`src/rtl/vga_timing_monitor.sv`:
```
// Passive VGA timing checker: measures line/frame timing in pixel ticks, tracks
// lock, flags timing/blanking errors and accumulates a per-frame RGB checksum.
module vga_timing_monitor #(
    parameter int          H_TOTAL     = 800,
    parameter int          H_SYNC      = 96,
    parameter int          V_TOTAL     = 525,
    parameter int          V_SYNC      = 2,
    parameter bit          SYNC_POL    = 1'b0,
    parameter int          LOCK_FRAMES = 2,
    parameter int          CNT_W       = 12
) (
    input  logic             clk_i,
    input  logic             rst_i,
    input  logic             pix_en_i,
    input  logic             hsync_i,
    input  logic             vsync_i,
    input  logic [3:0]       red_i,
    input  logic [3:0]       green_i,
    input  logic [3:0]       blue_i,
    output logic             locked_o,
    output logic             frame_done_o,
    output logic [CNT_W-1:0] h_total_m_o,
    output logic [CNT_W-1:0] h_sync_m_o,
    output logic [CNT_W-1:0] v_total_m_o,
    output logic [CNT_W-1:0] v_sync_m_o,
    output logic [31:0]      frame_sum_o,
    output logic             err_timing_o,
    output logic             err_blank_o
);
    // state    | meaning
    // SEARCH   | no reference yet; waiting for a vsync assert edge
    // ACQUIRE  | checking frames, counting consecutive good ones
    // LOCKED   | LOCK_FRAMES good frames seen; any bad frame drops lock
    typedef enum logic [1:0] {ST_SEARCH, ST_ACQUIRE, ST_LOCKED} state_t;

    localparam logic [CNT_W-1:0] ONE      = CNT_W'(1);
    localparam logic [CNT_W-1:0] H_TOT_C  = CNT_W'(H_TOTAL);
    localparam logic [CNT_W-1:0] H_SYN_C  = CNT_W'(H_SYNC);
    localparam logic [CNT_W-1:0] V_TOT_C  = CNT_W'(V_TOTAL);
    localparam logic [CNT_W-1:0] V_SYN_C  = CNT_W'(V_SYNC);
    localparam logic [CNT_W-1:0] TO_M1    = CNT_W'(2 * H_TOTAL - 1);
    localparam logic [7:0]       LOCK_C   = 8'(LOCK_FRAMES);

    state_t            state_q, state_d;
    logic [7:0]        good_q, good_d;
    logic              tick_q, hs_q, hs_prev_q, vs_q, vs_prev_q;
    logic [11:0]       rgb_q;
    logic [CNT_W-1:0]  hcnt_q, hcnt_d, lcnt_q, lcnt_d, vsl_q, vsl_d;
    logic [CNT_W-1:0]  h_total_q, h_total_d, h_sync_q, h_sync_d;
    logic [CNT_W-1:0]  v_total_q, v_total_d, v_sync_q, v_sync_d;
    logic [31:0]       sum_q, sum_d, frame_sum_q, frame_sum_d;
    logic              frame_done_q, frame_done_d, bad_q, bad_d;
    logic              err_t_q, err_t_d, err_b_q, err_b_d;

    logic              hs_act, vs_act, hs_rise, hs_fall, vs_rise, vs_fall;
    logic              checking, timeout, ht_bad, hsw_bad, vsw_bad, vt_bad, frame_bad;
    logic [CNT_W-1:0]  hcnt_p1;

    assign hs_act   = (hs_q == SYNC_POL);
    assign vs_act   = (vs_q == SYNC_POL);
    assign hs_rise  = tick_q &  hs_act & (hs_prev_q != SYNC_POL);
    assign hs_fall  = tick_q & ~hs_act & (hs_prev_q == SYNC_POL);
    assign vs_rise  = tick_q &  vs_act & (vs_prev_q != SYNC_POL);
    assign vs_fall  = tick_q & ~vs_act & (vs_prev_q == SYNC_POL);
    assign hcnt_p1  = hcnt_q + ONE;
    assign timeout  = tick_q & ~hs_rise & (hcnt_q == TO_M1);
    assign ht_bad   = hs_rise & (hcnt_p1 != H_TOT_C);
    assign hsw_bad  = hs_fall & (hcnt_p1 != H_SYN_C);
    assign vsw_bad  = vs_fall & (vsl_q != V_SYN_C);
    assign vt_bad   = vs_rise & (lcnt_q != V_TOT_C);
    assign frame_bad = bad_q | ht_bad | hsw_bad | vt_bad;

    // Inputs are captured on pix_en; everything downstream runs one clk later.
    always_ff @(posedge clk_i or posedge rst_i) begin
        if (rst_i) begin
            tick_q    <= 1'b0;
            hs_q      <= ~SYNC_POL;
            hs_prev_q <= ~SYNC_POL;
            vs_q      <= ~SYNC_POL;
            vs_prev_q <= ~SYNC_POL;
            rgb_q     <= '0;
        end else begin
            tick_q <= pix_en_i;
            if (pix_en_i) begin
                hs_q      <= hsync_i;
                hs_prev_q <= hs_q;
                vs_q      <= vsync_i;
                vs_prev_q <= vs_q;
                rgb_q     <= {red_i, green_i, blue_i};
            end
        end
    end

    always_ff @(posedge clk_i or posedge rst_i) begin
        if (rst_i) begin
            state_q <= ST_SEARCH;
            good_q  <= '0;
        end else begin
            state_q <= state_d;
            good_q  <= good_d;
        end
    end

    always_comb begin
        state_d = state_q;
        good_d  = good_q;
        if (timeout) begin
            state_d = ST_SEARCH;
            good_d  = '0;
        end else if (vs_rise) begin
            case (state_q)
                ST_SEARCH: begin
                    state_d = ST_ACQUIRE;
                    good_d  = '0;
                end
                ST_ACQUIRE: begin
                    if (frame_bad) begin
                        good_d = '0;
                    end else if (good_q + 8'd1 == LOCK_C) begin
                        state_d = ST_LOCKED;
                        good_d  = '0;
                    end else begin
                        good_d = good_q + 8'd1;
                    end
                end
                ST_LOCKED: begin
                    if (frame_bad) begin
                        state_d = ST_SEARCH;
                        good_d  = '0;
                    end
                end
                default: state_d = ST_SEARCH;
            endcase
        end
    end

    always_comb begin
        locked_o = (state_q == ST_LOCKED);
        checking = (state_q != ST_SEARCH);
    end

    always_comb begin
        hcnt_d       = hcnt_q;
        lcnt_d       = lcnt_q;
        vsl_d        = vsl_q;
        h_total_d    = h_total_q;
        h_sync_d     = h_sync_q;
        v_total_d    = v_total_q;
        v_sync_d     = v_sync_q;
        sum_d        = sum_q;
        frame_sum_d  = frame_sum_q;
        frame_done_d = 1'b0;
        bad_d        = bad_q;
        err_t_d      = err_t_q;
        err_b_d      = err_b_q;
        if (tick_q) begin
            hcnt_d = (hcnt_q == '1) ? hcnt_q : hcnt_p1;
            sum_d  = sum_q + {20'd0, rgb_q};
            bad_d  = bad_q | ht_bad | hsw_bad | vsw_bad;
            if (hs_rise) begin
                h_total_d = hcnt_p1;
                hcnt_d    = '0;
                lcnt_d    = (lcnt_q == '1) ? lcnt_q : lcnt_q + ONE;
                if (vs_act) vsl_d = vsl_q + ONE;
            end
            if (hs_fall) h_sync_d = hcnt_p1;
            if (vs_fall) v_sync_d = vsl_q;
            // A coincident hsync edge belongs to the frame that is just starting.
            if (vs_rise) begin
                v_total_d    = lcnt_q;
                lcnt_d       = hs_rise ? ONE : '0;
                vsl_d        = hs_rise ? ONE : '0;
                frame_sum_d  = sum_q;
                sum_d        = {20'd0, rgb_q};
                bad_d        = 1'b0;
                frame_done_d = checking;
            end
            if (checking && (ht_bad || hsw_bad || vsw_bad || vt_bad || timeout)) err_t_d = 1'b1;
            if ((rgb_q != '0) && (hs_act || vs_act)) err_b_d = 1'b1;
        end
    end

    always_ff @(posedge clk_i or posedge rst_i) begin
        if (rst_i) begin
            hcnt_q       <= '0;
            lcnt_q       <= '0;
            vsl_q        <= '0;
            h_total_q    <= '0;
            h_sync_q     <= '0;
            v_total_q    <= '0;
            v_sync_q     <= '0;
            sum_q        <= '0;
            frame_sum_q  <= '0;
            frame_done_q <= 1'b0;
            bad_q        <= 1'b0;
            err_t_q      <= 1'b0;
            err_b_q      <= 1'b0;
        end else begin
            hcnt_q       <= hcnt_d;
            lcnt_q       <= lcnt_d;
            vsl_q        <= vsl_d;
            h_total_q    <= h_total_d;
            h_sync_q     <= h_sync_d;
            v_total_q    <= v_total_d;
            v_sync_q     <= v_sync_d;
            sum_q        <= sum_d;
            frame_sum_q  <= frame_sum_d;
            frame_done_q <= frame_done_d;
            bad_q        <= bad_d;
            err_t_q      <= err_t_d;
            err_b_q      <= err_b_d;
        end
    end

    assign frame_done_o = frame_done_q;
    assign h_total_m_o  = h_total_q;
    assign h_sync_m_o   = h_sync_q;
    assign v_total_m_o  = v_total_q;
    assign v_sync_m_o   = v_sync_q;
    assign frame_sum_o  = frame_sum_q;
    assign err_timing_o = err_t_q;
    assign err_blank_o  = err_b_q;
endmodule

```
`config.mk`:
```
export PLATFORM = sky130hd
export DESIGN_NAME = vga_timing_monitor
export DESIGN_NICKNAME = d
export VERILOG_FILES = /design/src/rtl/vga_timing_monitor.sv
export SDC_FILE = /design/constraint.sdc
export NUM_CORES = 1
export LEC_CHECK = 0
export ABC_CLOCK_PERIOD_IN_PS = 11800
export BUFFER_PORTS_ARGS = -buffer_cell sky130_fd_sc_hd__buf_2
export CAP_MARGIN = 40
export CORE_AREA = 2 2 145 105
export DETAILED_ROUTE_END_ITERATION = 7
export DIE_AREA = 0 0 147 107
export GPL_ROUTABILITY_DRIVEN = 0
export PLACE_DENSITY_LB_ADDON = 0.12
export SYNTH_ARGS = -nofsm -noshare
export SYNTH_HDL_FRONTEND = slang
export SYNTH_SLANG_ARGS = --single-unit
```
`constraint.sdc`:
```
create_clock -name clk_i -period 11.8 [get_ports clk_i]
set_input_delay 1.77 -clock clk_i [delete_from_list [all_inputs] [get_ports clk_i]]
set_output_delay 1.77 -clock clk_i [all_outputs]
set_load 0.03 [all_outputs]
```
**Yosys cells after proc, flatten, opt, wreduce, memory -nomap -nowiden**

Index checks and enable logic that the tools add are counted.

- Equality and inequality tests: 16
- Reductions and logical operators: 24
- Muxes and demuxes: 25
- Bitwise operators: 23
- $add $sub $neg: 5

Operators with widths:

| operator | count |
|---|---|
| two-way mux 12 bit | 8 |
| two-way mux 8 bit | 5 |
| adder 12 x 1 -> 12 bit, second input constant | 3 |
| adder 32 x 12 -> 32 bit | 1 |
| two-way mux 32 bit | 1 |
| equality test 12 bit, second input constant | 2 |
| inequality test 12 x 10 -> 1 bit, second input constant | 2 |
| case mux 8 bit (3 select lines) | 1 |
| AND 1 bit | 14 |
| AND reduction 2 bit | 7 |
| equality test 12 x 11 -> 1 bit, second input constant | 1 |
| inequality test 12 x 2 -> 1 bit, second input constant | 1 |
| inequality test 12 x 7 -> 1 bit, second input constant | 1 |
| nonzero test 12 bit | 1 |
| two-way mux 2 bit | 5 |
| AND reduction 3 bit | 3 |
| adder 8 x 1 -> 8 bit, second input constant | 1 |
| equality test 8 x 2 -> 1 bit, second input constant | 1 |
| inequality test 3 bit, second input constant | 2 |
| case mux 2 bit (3 select lines) | 1 |
| nonzero test 2 bit | 3 |
| logical OR 1 bit | 5 |
| NOT 1 bit | 5 |
| two-way mux 1 bit | 4 |
| 10 further kinds | 15 |

- Logic and storage cells: 114
- Flip-flop bits (word level): 179

**Logic depth before layout (Yosys ltp)**

Gate-level depths: netlist (run 1).

- Depth after elaboration: 11
- Mapped depth: 11
- Depth with buffers taken out: 10

**Least setup slack after synthesis (run 1)**

Ideal clock, no wire load.

- Path kind: input to register
- Start: input port pix_en_i
- End: register rgb_q[2]
- Path buffers: 2
- Stages on the path: 3
- Library setup time: 0.125 ns
- Data arrival time: 2.739 ns
- Slack: 8.936 ns
- Cell sequence: clkbuf_1 > clkbuf_1 > mux2_2

RTL lines:

| element | RTL line | source |
|---|---|---|
| from (decl) | 14 | `input logic pix_en_i,` |
| to (signal assigned) | 89 | `rgb_q <= {red_i, green_i, blue_i};` |
| to (decl) | 47 | `logic [11:0] rgb_q;` |

No word-level cell between the ends.

**Worst setup path after layout (run 1)**

- Start: register hcnt_q[0]
- End: register good_q[2]

- Cells in the longest elaborated chain, start to end: 10
- Elaborated cells on any way between the ends: 18
- Those cells by class: 1 x add/sub; 4 x eq/ne; 4 x mux; 6 x bitwise; 3 x reduce/logical

Ends and longest elaborated chain:

| element | RTL line | source |
|---|---|---|
| from (decl) | 48 | `logic [CNT_W-1:0] hcnt_q, hcnt_d, lcnt_q, lcnt_d, vsl_q, vsl_d;` |
| from (signal assigned) | 199 | `hcnt_q <= hcnt_d;` |
| adder 12 x 1 -> 12 bit | 65 | `assign hcnt_p1 = hcnt_q + ONE;` |
| inequality test 12 x 10 -> 1 bit | 67 | `assign ht_bad = hs_rise & (hcnt_p1 != H_TOT_C);` |
| AND 1 bit | 67 |  |
| OR 1 bit (3 in series) | 71 | `assign frame_bad = bad_q \| ht_bad \| hsw_bad \| vt_bad;` |
| two-way mux 8 bit | 117 | `if (frame_bad) begin` |
| case mux 8 bit (3 select lines) | 111 | `case (state_q)` |
| two-way mux 8 bit | 110 | `end else if (vs_rise) begin` |
| two-way mux 8 bit | 107 | `if (timeout) begin` |
| to (signal assigned) | 100 | `good_q <= good_d;` |
| to (decl) | 45 | `logic [7:0] good_q, good_d;` |

Parallel ways exist; a longest one is shown, timed or not. The select of a mux whose other input is x is not followed.
A chain may end at the register's enable or synchronous reset.

==> metrics.csv, run 1 <==
metric;value;unit
pwr-share-seq;42.3;%
rsz0062_at_grt;false;
cp.required;12150;ps
critical_path_peak_fanout;10;
place_hpwl;12300;um
status;complete, no violations;
vias;6696;
synth_largest_area_cell;dfrtp_1;
min_to;frame_sum_o[16]$_DFFE_PP0P_;
reg2reg_setup_slack;8340;ps
area_growth;14.3;%
p_leak;4.69;nW
finalSetupViolations;0;
finalCritPeriodShare;29.3;%
n_fill_cell;1180;
timing_worst_setup_path_type;reg -> reg;
clk_path_buf_depth;2;
core_region_area;14400;um^2
dieHeight;107;um
worst_slew_pin_slew;851;ps
synthesis.area;8600;um^2
max_slew_margin;43.0;%
r2r_cells;8;
rows;37;
cts_inserted_buffers;17;
cp-start-kind;flop;
path_clk_slew;70;ps
yosysSeqAreaShare;52.2;%
grt_pass1_vias;6157;
internal_power;1.20;mW
synth_cells;891;
cp_cell_sequence;ha_1 > inv_1 > or3_1 > a2111oi_0 > o2111ai_2 > a211oi_1 > nand3_1 > o211ai_1;
cpPeakStageDelay;750;ps
worstPathArrival;3800;ps
drive_above_1_share;19.3;%
routed_via_density;5.65;
synth-seq-cells;179;
finalNetCount;1015;
yosys-top-cells-area;dfrtp_1 (51%), nand2_1 (8.7%), o21ai_0 (4.2%);
wl_per_cell;15.4;um
slew_violations;0;
min_path_type;reg -> reg;
cts.sinks;179;
max-cap-violations;0;
irDropWorstVdd;0.128;mV
grt_max_degree;87;
io_pins;101;
synth_cell_types;65;
worstReg2RegStart;hcnt_q[0]$_DFFE_PP0P_;
cts_root_buf;clkbuf_16;
period_minus_slack;3460;ps
firstDrtPassIters;5;
post-cts-setup-buffers;0;
multi_input_area;3840;um^2
rr_endpoint;good_q[2]$_DFFE_PP0P_;
yosysWarnings;0;
grt-ovfl-total;0;
finalHoldViolations;0;
grtUsageTotal;24.3;%
cts_tree;yes;
power_frac_comb;28.7;%
worstSetupEndpointType;flop;
port_buffers;100;
die-area;15700;um^2
fin_hold_ws;467;ps
clock_latency;430;ps
regArea;4480;um^2
final_common_cell;nand2_1;
synth-edff-count;0;
fin_cells;1185;
ctsHoldBuffers;0;
avgSynthCellArea;9.65;um^2
synth_ff_type;dfrtp_1;
drt-initial-drc-count;495;
fin_worst_skew;9.61;ps
antenna_found_initial;0;
grt_pass1_wl;30700;um
drc;0;
utilization;68.5;%
swShare;37.2;%
pwr-share-clk;29.0;%
power.switching;0.711;mW
placed_cells;1152;
min_path_cells;2;
ant_nets;0;
fmax;0.289;GHz
synth_top_area_share;50.9;%
synth_fp_nets;929;
cts_resized;0;
powerDensity;195;nW/um^2
antenna_cells;0;
ys_async_sr_fraction;100;%
cpMaxStageDelayCell;a211oi_1;
mostFrequentLayoutCells;nand2_1 (200), dfrtp_1 (175), buf_2 (101);
wl;18300;um
hold_start;frame_sum_o[16]$_DFFE_PP0P_;
htreeDepth;4;
die_width;147;um
start_util;59.9;%
final.setup.tns;0;ps
routing by layer:
layer	vias to the layer above	GRT usage (%)	part of all wire, %
met5	-	0	0
met4	0	6.80	1.0
met3	17	3.45	4.5
met2	158	35.2	43
met1	3239	38.4	52
li1	3282	-	-
logic make-up after synthesis:
| logic type | count (synthesis) | synth area share [%] |
|---|---|---|
| and+or+nand+nor | 385 | 21.0 |
| AOI/OAI and AO/OA | 173 | 13.0 |
| muxes | 29 | 3.76 |
| DFF | 179 | 52.2 |
| xor gates and xnor gates | 36 | 3.67 |
| buffers and inverters | 68 | 3.26 |
| adders and majority gates | 21 | 3.14 |
Yosys cell counts, drive strengths merged, types with 4 or more instances:
cell type	n
mux2	26
or3	21
dfstp	4
a2111oi	4
nor4	9
a31oi	5
a22oi	5
nor3	14
and3	10
and4	4
a21o	5
o31ai	7
buf	10
ha	20
nand3b	8
o21ai	72
nor2b	4
a221o	10
a21oi	34
inv	27
xor2	20
nand2	200
or4	4
nor2	47
and2	7
o211ai	6
dfrtp	175
xnor2	16
nand2b	4
nand4	14
a211oi	9
nand3	27
nor3b	4
clkbuf	31
worst max-delay path by stage:
stage | cells after the start | slack [ps] | from | end
CTS | 8 | 8430 | hcnt_q[0]$_DFFE_PP0P_ | good_q[1]$_DFFE_PP0P_
floorplan | 1 | 5180 | rst_i | bad_q$_DFFE_PP0P_
global route | 8 | 8050 | hcnt_q[0]$_DFFE_PP0P_ | good_q[2]$_DFFE_PP0P_
finish | 8 | 8340 | hcnt_q[0]$_DFFE_PP0P_ | good_q[2]$_DFFE_PP0P_
global placement | 3 | 8270 | rst_i | sum_q[12]$_DFFE_PP0P_
detailed placement | 8 | 8480 | hcnt_q[0]$_DFFE_PP0P_ | good_q[1]$_DFFE_PP0P_
metrics by stage:
step	total power, mW	cell area, um^2	setup slack [ps]
6_report	1.91	9830	8340
5_1_grt	2.02	9830	8050
4_1_cts	1.92	9820	8430
3_5_place_dp	1.36	9250	8480
3_3_place_gp	1.35	9220	8270
2_1_floorplan	1.22	8600	5180
worst max-delay path: cells and delay by family (launching register included):
family	cells	cell delay (ps)
compound gates	4	1700
fa+ha+maj	1	410
flops	1	460
buf+inv	1	200
simple gates	2	600
state kept, by name, indices dropped and copies added (netlist names), 2 cells and up:
| register | flops |
|---|---|
| rgb_q | 12 |
| v_sync_m_o | 12 |
| state_q | 2 |
| vsl_q | 12 |
| good_q | 8 |
| frame_sum_o | 32 |
| h_sync_m_o | 12 |
| lcnt_q | 12 |
| hcnt_q | 12 |
| v_total_m_o | 12 |
| h_total_m_o | 12 |
| sum_q | 32 |
power by group through the flow:
stage	Sequential, mW	Clock (mW)	Combinational [mW]
6_report	0.808	0.554	0.549
5_1_grt	0.824	0.588	0.611
4_1_cts	0.807	0.561	0.549
3_5_place_dp	0.818	0	0.543
3_3_place_gp	0.814	0	0.533
2_1_floorplan	0.891	0	0.326
cell type report:
cell class | count | area share [%]
well taps | 195 | 2.48
clock inverters | 15 | 1.48
repair buffers | 108 | 5.88
multi-input cells | 644 | 39.1
clock buffers | 17 | 4.33
flip-flops and latches | 179 | 45.6
inverters | 27 | 1.08
No activity file was read; power rests on OpenSTA's default activity.
==> run 2: changes to the inputs <==
--- a/config.mk
+++ b/config.mk
@@ -5,12 +5,12 @@
 export SDC_FILE = /design/constraint.sdc
 export NUM_CORES = 1
 export LEC_CHECK = 0
-export ABC_CLOCK_PERIOD_IN_PS = 11800
+export ABC_CLOCK_PERIOD_IN_PS = 3200
 export BUFFER_PORTS_ARGS = -buffer_cell sky130_fd_sc_hd__buf_2
 export CAP_MARGIN = 40
-export CORE_AREA = 2 2 145 105
+export CORE_AREA = 2 2 148 106
 export DETAILED_ROUTE_END_ITERATION = 7
-export DIE_AREA = 0 0 147 107
+export DIE_AREA = 0 0 150 108
 export GPL_ROUTABILITY_DRIVEN = 0
 export PLACE_DENSITY_LB_ADDON = 0.12
 export SYNTH_ARGS = -nofsm -noshare
==> constraint.sdc (replaced) <==
create_clock -name clk_i -period 3.2 [get_ports clk_i]
set_input_delay 0.48 -clock clk_i [delete_from_list [all_inputs] [get_ports clk_i]]
set_output_delay 0.48 -clock clk_i [all_outputs]
set_load 0.03 [all_outputs]
==> metrics.csv, run 2 (same netlist as run 1, synthesis figures left out) <==
metric;value;unit
dpl_worst_slack;244;ps
wl;18900;um
antenna_found_initial;0;
rr_endpoint;sum_q[30]$_DFFE_PP0P_;
cts_root_buf;clkbuf_16;
path_buf_inv;1;
ctsHoldBuffers;0;
vias;6834;
swShare;36.2;%
grt_pass1_wl;31900;um
grtUsageTotal;25.0;%
worst_slew_pin_slew;652;ps
core_region_area;14600;um^2
die_width;150;um
fin_cells;1199;
timing_worst_setup_path_type;reg -> reg;
rows;37;
path_clk_slew;70;ps
antenna_cells;0;
internal_power;4.51;mW
irDropWorstVdd;0.459;mV
finalSetupViolations;0;
area_growth;15.7;%
worstSetupEndpointType;flop;
placedInstanceArea;9370;um^2
finalHoldViolations;0;
cpPeakStageDelay;490;ps
p_leak;4.76;nW
ant_nets;0;
port_buffers;100;
slew_violations;0;
period_minus_slack;2950;ps
clock_latency;430;ps
htreeDepth;4;
worstPathArrival;3320;ps
start_util;58.8;%
placed_cells;1167;
max_slew_margin;56.4;%
cts_tree;yes;
grt-ovfl-total;0;
clk_path_buf_depth;2;
cpMaxStageDelayCell;or4_1;
cp-start-kind;flop;
routed_via_density;5.70;
grt_max_degree;74;
pwr-share-clk;28.4;%
min_path_type;in -> async;
dieHeight;108;um
r2r_cells;10;
fin_worst_skew;11.0;ps
worstReg2RegStart;rgb_q[0]$_DFFE_PP0P_;
fmax;0.339;GHz
drt-initial-drc-count;462;
power_frac_comb;29.5;%
rsz0062_at_grt;false;
post-cts-setup-buffers;0;
drive_above_1_share;20.4;%
design_area;9950;um^2
max-cap-violations;0;
cp_cell_sequence;ha_1 > inv_1 > fa_1 > nor2b_1 > o21a_1 > o21ai_0 > a221o_1 > a31o_2 > or4_1 > nand2_1;
fin_ws;254;ps
cts_inserted_buffers;17;
power.switching;2.56;mW
firstDrtPassIters;5;
finalNetCount;1029;
io_pins;101;
cp.required;3570;ps
powerDensity;711;nW/um^2
grt_pass1_vias;6392;
cts.sinks;179;
place_hpwl;13200;um
cp_top_family;compound AO/OA/AOI/OAI gates;
wl_per_cell;15.8;um
reg2reg_setup_slack;250;ps
final.setup.tns;0;ps
pwr-share-seq;42.0;%
critical_path_peak_fanout;20;
finalCritPeriodShare;92.1;%
die-area;16200;um^2
status;complete, no violations;
mostFrequentLayoutCells;nand2_1 (200), dfrtp_1 (175), buf_2 (100);
final_common_cell;nand2_1;
drc;0;
run 2: cell types whose count changed in the layout (fill, tap and decap cells not counted), sizes merged:
cell	change
buf	+14
clkbuf	+3
inv	-7
clkinv	+2
clkinvlp	+2
run 2: repair_timing:
item | CTS | global route
endpoints found under the setup margin | 0 | 9
hold endpoints to repair | 0 | 0
gates resized for setup | 0 | 2
run 2: area by class of cell:
class	instances	area, um^2
Clock inverter	12	104
Sequential cell	179	4480
Tap cell	195	244
Inverter	27	105
Timing Repair Buffer	122	691
Multi-Input combinational cell	644	3850
Clock buffer	20	467
Fill cell	1167	4680
run 2: routing by layer:
metal / wire [um] / vias up / track usage [%]
met5: 0 / - / 0
met4: 182 / 0 / 7.55
met3: 895 / 23 / 4.35
met2: 7980 / 164 / 34.7
met1: 9850 / 3333 / 40.0
li1: - / 3314 / -
run 2: worst register-to-register path, stage by stage, from the launching register on:
cell and delay (ps):
dfrtp_1 400, ha_1 210, inv_1 60, fa_1 380
nor2b_1 180, o21a_1 150, o21ai_0 160, a221o_1 410
a31o_2 370, or4_1 490, nand2_1 70
run 2: power groups by stage:
stage	combinational (mW)	clock, mW	sequential (mW)
2_1_floorplan	1.20	0	3.28
3_3_place_gp	2.04	0	3.00
3_5_place_dp	2.07	0	3.00
4_1_cts	2.09	2.03	2.97
5_1_grt	2.31	2.13	3.04
6_report	2.09	2.01	2.98
run 2: worst max-delay path by stage:
stage / depth (start not counted) / end / slack (ps) / startpoint
5_1_grt: 7 / good_q[7]$_DFFE_PP0P_ / 70 / hcnt_q[3]$_DFFE_PP0P_
3_3_place_gp: 8 / good_q[7]$_DFFE_PP0P_ / 310 / hcnt_q[0]$_DFFE_PP0P_
3_5_place_dp: 8 / good_q[4]$_DFFE_PP0P_ / 240 / hcnt_q[0]$_DFFE_PP0P_
2_1_floorplan: 9 / good_q[1]$_DFFE_PP0P_ / 410 / hcnt_q[0]$_DFFE_PP0P_
6_report: 10 / sum_q[30]$_DFFE_PP0P_ / 250 / rgb_q[0]$_DFFE_PP0P_
4_1_cts: 8 / good_q[7]$_DFFE_PP0P_ / 190 / hcnt_q[0]$_DFFE_PP0P_
run 2: metrics by stage:
step	total power, mW	hold WS (ps)	util [%]
4_1_cts	7.08	126	67.9
3_3_place_gp	5.04	444	64.0
3_5_place_dp	5.08	456	64.0
5_1_grt	7.48	158	68.0
2_1_floorplan	4.49	452	-
6_report	7.08	115	68.0
==> run 3: changes to the inputs <==
--- a/config.mk
+++ b/config.mk
@@ -8,11 +8,11 @@
 export ABC_CLOCK_PERIOD_IN_PS = 3200
 export BUFFER_PORTS_ARGS = -buffer_cell sky130_fd_sc_hd__buf_2
 export CAP_MARGIN = 40
-export CORE_AREA = 2 2 148 106
+export CORE_AREA = 2 2 153 110
 export DETAILED_ROUTE_END_ITERATION = 7
-export DIE_AREA = 0 0 150 108
+export DIE_AREA = 0 0 155 112
 export GPL_ROUTABILITY_DRIVEN = 0
-export PLACE_DENSITY_LB_ADDON = 0.12
+export PLACE_DENSITY = 0.85
 export SYNTH_ARGS = -nofsm -noshare
 export SYNTH_HDL_FRONTEND = slang
 export SYNTH_SLANG_ARGS = --single-unit
==> metrics.csv, run 3 (same netlist as run 1, synthesis figures left out) <==
metric;value;unit
drive_above_1_share;20.0;%
min_path_type;in -> async;
final_common_cell;nand2_1;
start_util;53.9;%
n_fill_cell;1277;
rows;39;
worst_slew_pin_slew;1070;ps
clock_latency;440;ps
drc;0;
period_minus_slack;2980;ps
cts_tree;yes;
grt_pass1_wl;33700;um
powerDensity;722;nW/um^2
grt_max_degree;180;
cts.sinks;179;
cts_inserted_buffers;17;
routed_via_density;5.78;
rsz0062_at_grt;false;
core_region_area;16000;um^2
multi_input_area;3860;um^2
port_buffers;100;
die_width;155;um
fin_hold_ws;221;ps
grtUsageTotal;24.3;%
timing_worst_setup_path_type;reg -> reg;
worstPathArrival;3270;ps
worstReg2RegStart;hcnt_q[3]$_DFFE_PP0P_;
grt-ovfl-total;0;
mostFrequentLayoutCells;nand2_1 (200), dfrtp_1 (175), buf_2 (100);
reg2reg_setup_slack;220;ps
area_growth;15.7;%
max_slew_margin;28.8;%
dieHeight;112;um
drt-initial-drc-count;546;
slew_violations;0;
finalSetupViolations;0;
p_leak;4.75;nW
finalCritPeriodShare;93.2;%
finalHoldViolations;0;
path_clk_slew;60;ps
clk_path_buf_depth;2;
finalNetCount;1024;
final.setup.tns;0;ps
critical_path_peak_fanout;10;
max-cap-violations;0;
vias;6960;
setup.worst_path.start;hcnt_q[3]$_DFFE_PP0P_;
io_pins;101;
status;complete, no violations;
fmax;0.335;GHz
fin_worst_skew;8.41;ps
ctsHoldBuffers;0;
worstSetupEndpointType;flop;
cp-start-kind;flop;
cts_root_buf;clkbuf_16;
htreeDepth;4;
cp.required;3480;ps
antenna_found_initial;0;
antenna_cells;0;
place_hpwl;13500;um
irDropWorstVdd;0.524;mV
wl_per_cell;16.5;um
die-area;17400;um^2
ant_nets;0;
rr_endpoint;good_q[1]$_DFFE_PP0P_;
firstDrtPassIters;6;
r2r_cells;7;
wl;19900;um
regArea;4480;um^2
grt_pass1_vias;6728;
run 3: cell count changes in the layout (fill, tap and decap cells not counted), sizes merged:
cell      delta
clkinvlp     -1
clkbuf       -1
clkinv       +1
inv          -1
buf          -5
bufinv       +2
run 3: layout make-up:
| type | instances | area share, % |
|---|---|---|
| inverter | 27 | 1.06 |
| sequential | 179 | 45.1 |
| timing repair buffer | 117 | 6.44 |
| multi-input combinational | 644 | 38.8 |
| tap | 205 | 2.58 |
| clock buffer | 19 | 4.45 |
| clock inverter | 13 | 1.60 |
run 3: worst max path at each step:
stage | slack (ps) | endpoint
2_1_floorplan | 410 | good_q[1]$_DFFE_PP0P_
3_3_place_gp | 350 | good_q[7]$_DFFE_PP0P_
3_5_place_dp | 140 | good_q[7]$_DFFE_PP0P_
4_1_cts | 110 | good_q[1]$_DFFE_PP0P_
5_1_grt | 20 | good_q[1]$_DFFE_PP0P_
6_report | 220 | good_q[1]$_DFFE_PP0P_
run 3: what timing repair did:
action	in CTS	in global routing
setup endpoints to repair	0	10
resized for setup	0	3
buffers inserted	0	0
run 3: per-layer routing:
layer	GRT usage [%]	share of wire [%]	up-vias
met5	0	0	-
met2	35.5	45	244
met3	5.92	6.9	28
met1	35.7	47	3374
li1	-	-	3314
met4	8.33	1.7	0
run 3: stage by stage:
step | cells | area [um^2] | total power [mW] | utilization [%] | setup slack [ps]
floorplan | 891 | 8600 | 4.49 | - | 413
finish | 1204 | 9950 | 7.18 | 62.3 | 217
CTS | 1204 | 9930 | 7.20 | 62.2 | 114
global placement | 1172 | 9330 | 4.97 | 58.5 | 351
detailed placement | 1172 | 9330 | 5.06 | 58.5 | 145
global route | 1204 | 9950 | 7.60 | 62.3 | 17.3
run 3: power by group:
group / switching, mW / internal (mW)
combinational: 1.33 / 0.729
clock: 0.890 / 1.25
sequential: 0.354 / 2.63
run 3: worst max-delay path: stages, from the launching register on:
cell       delay, ps
dfrtp_1          570
nand3_1          190
or3_2            510
a2111oi_2        420
o2111ai_2        310
a211oi_4         440
o31ai_1          210
mux2i_1          170
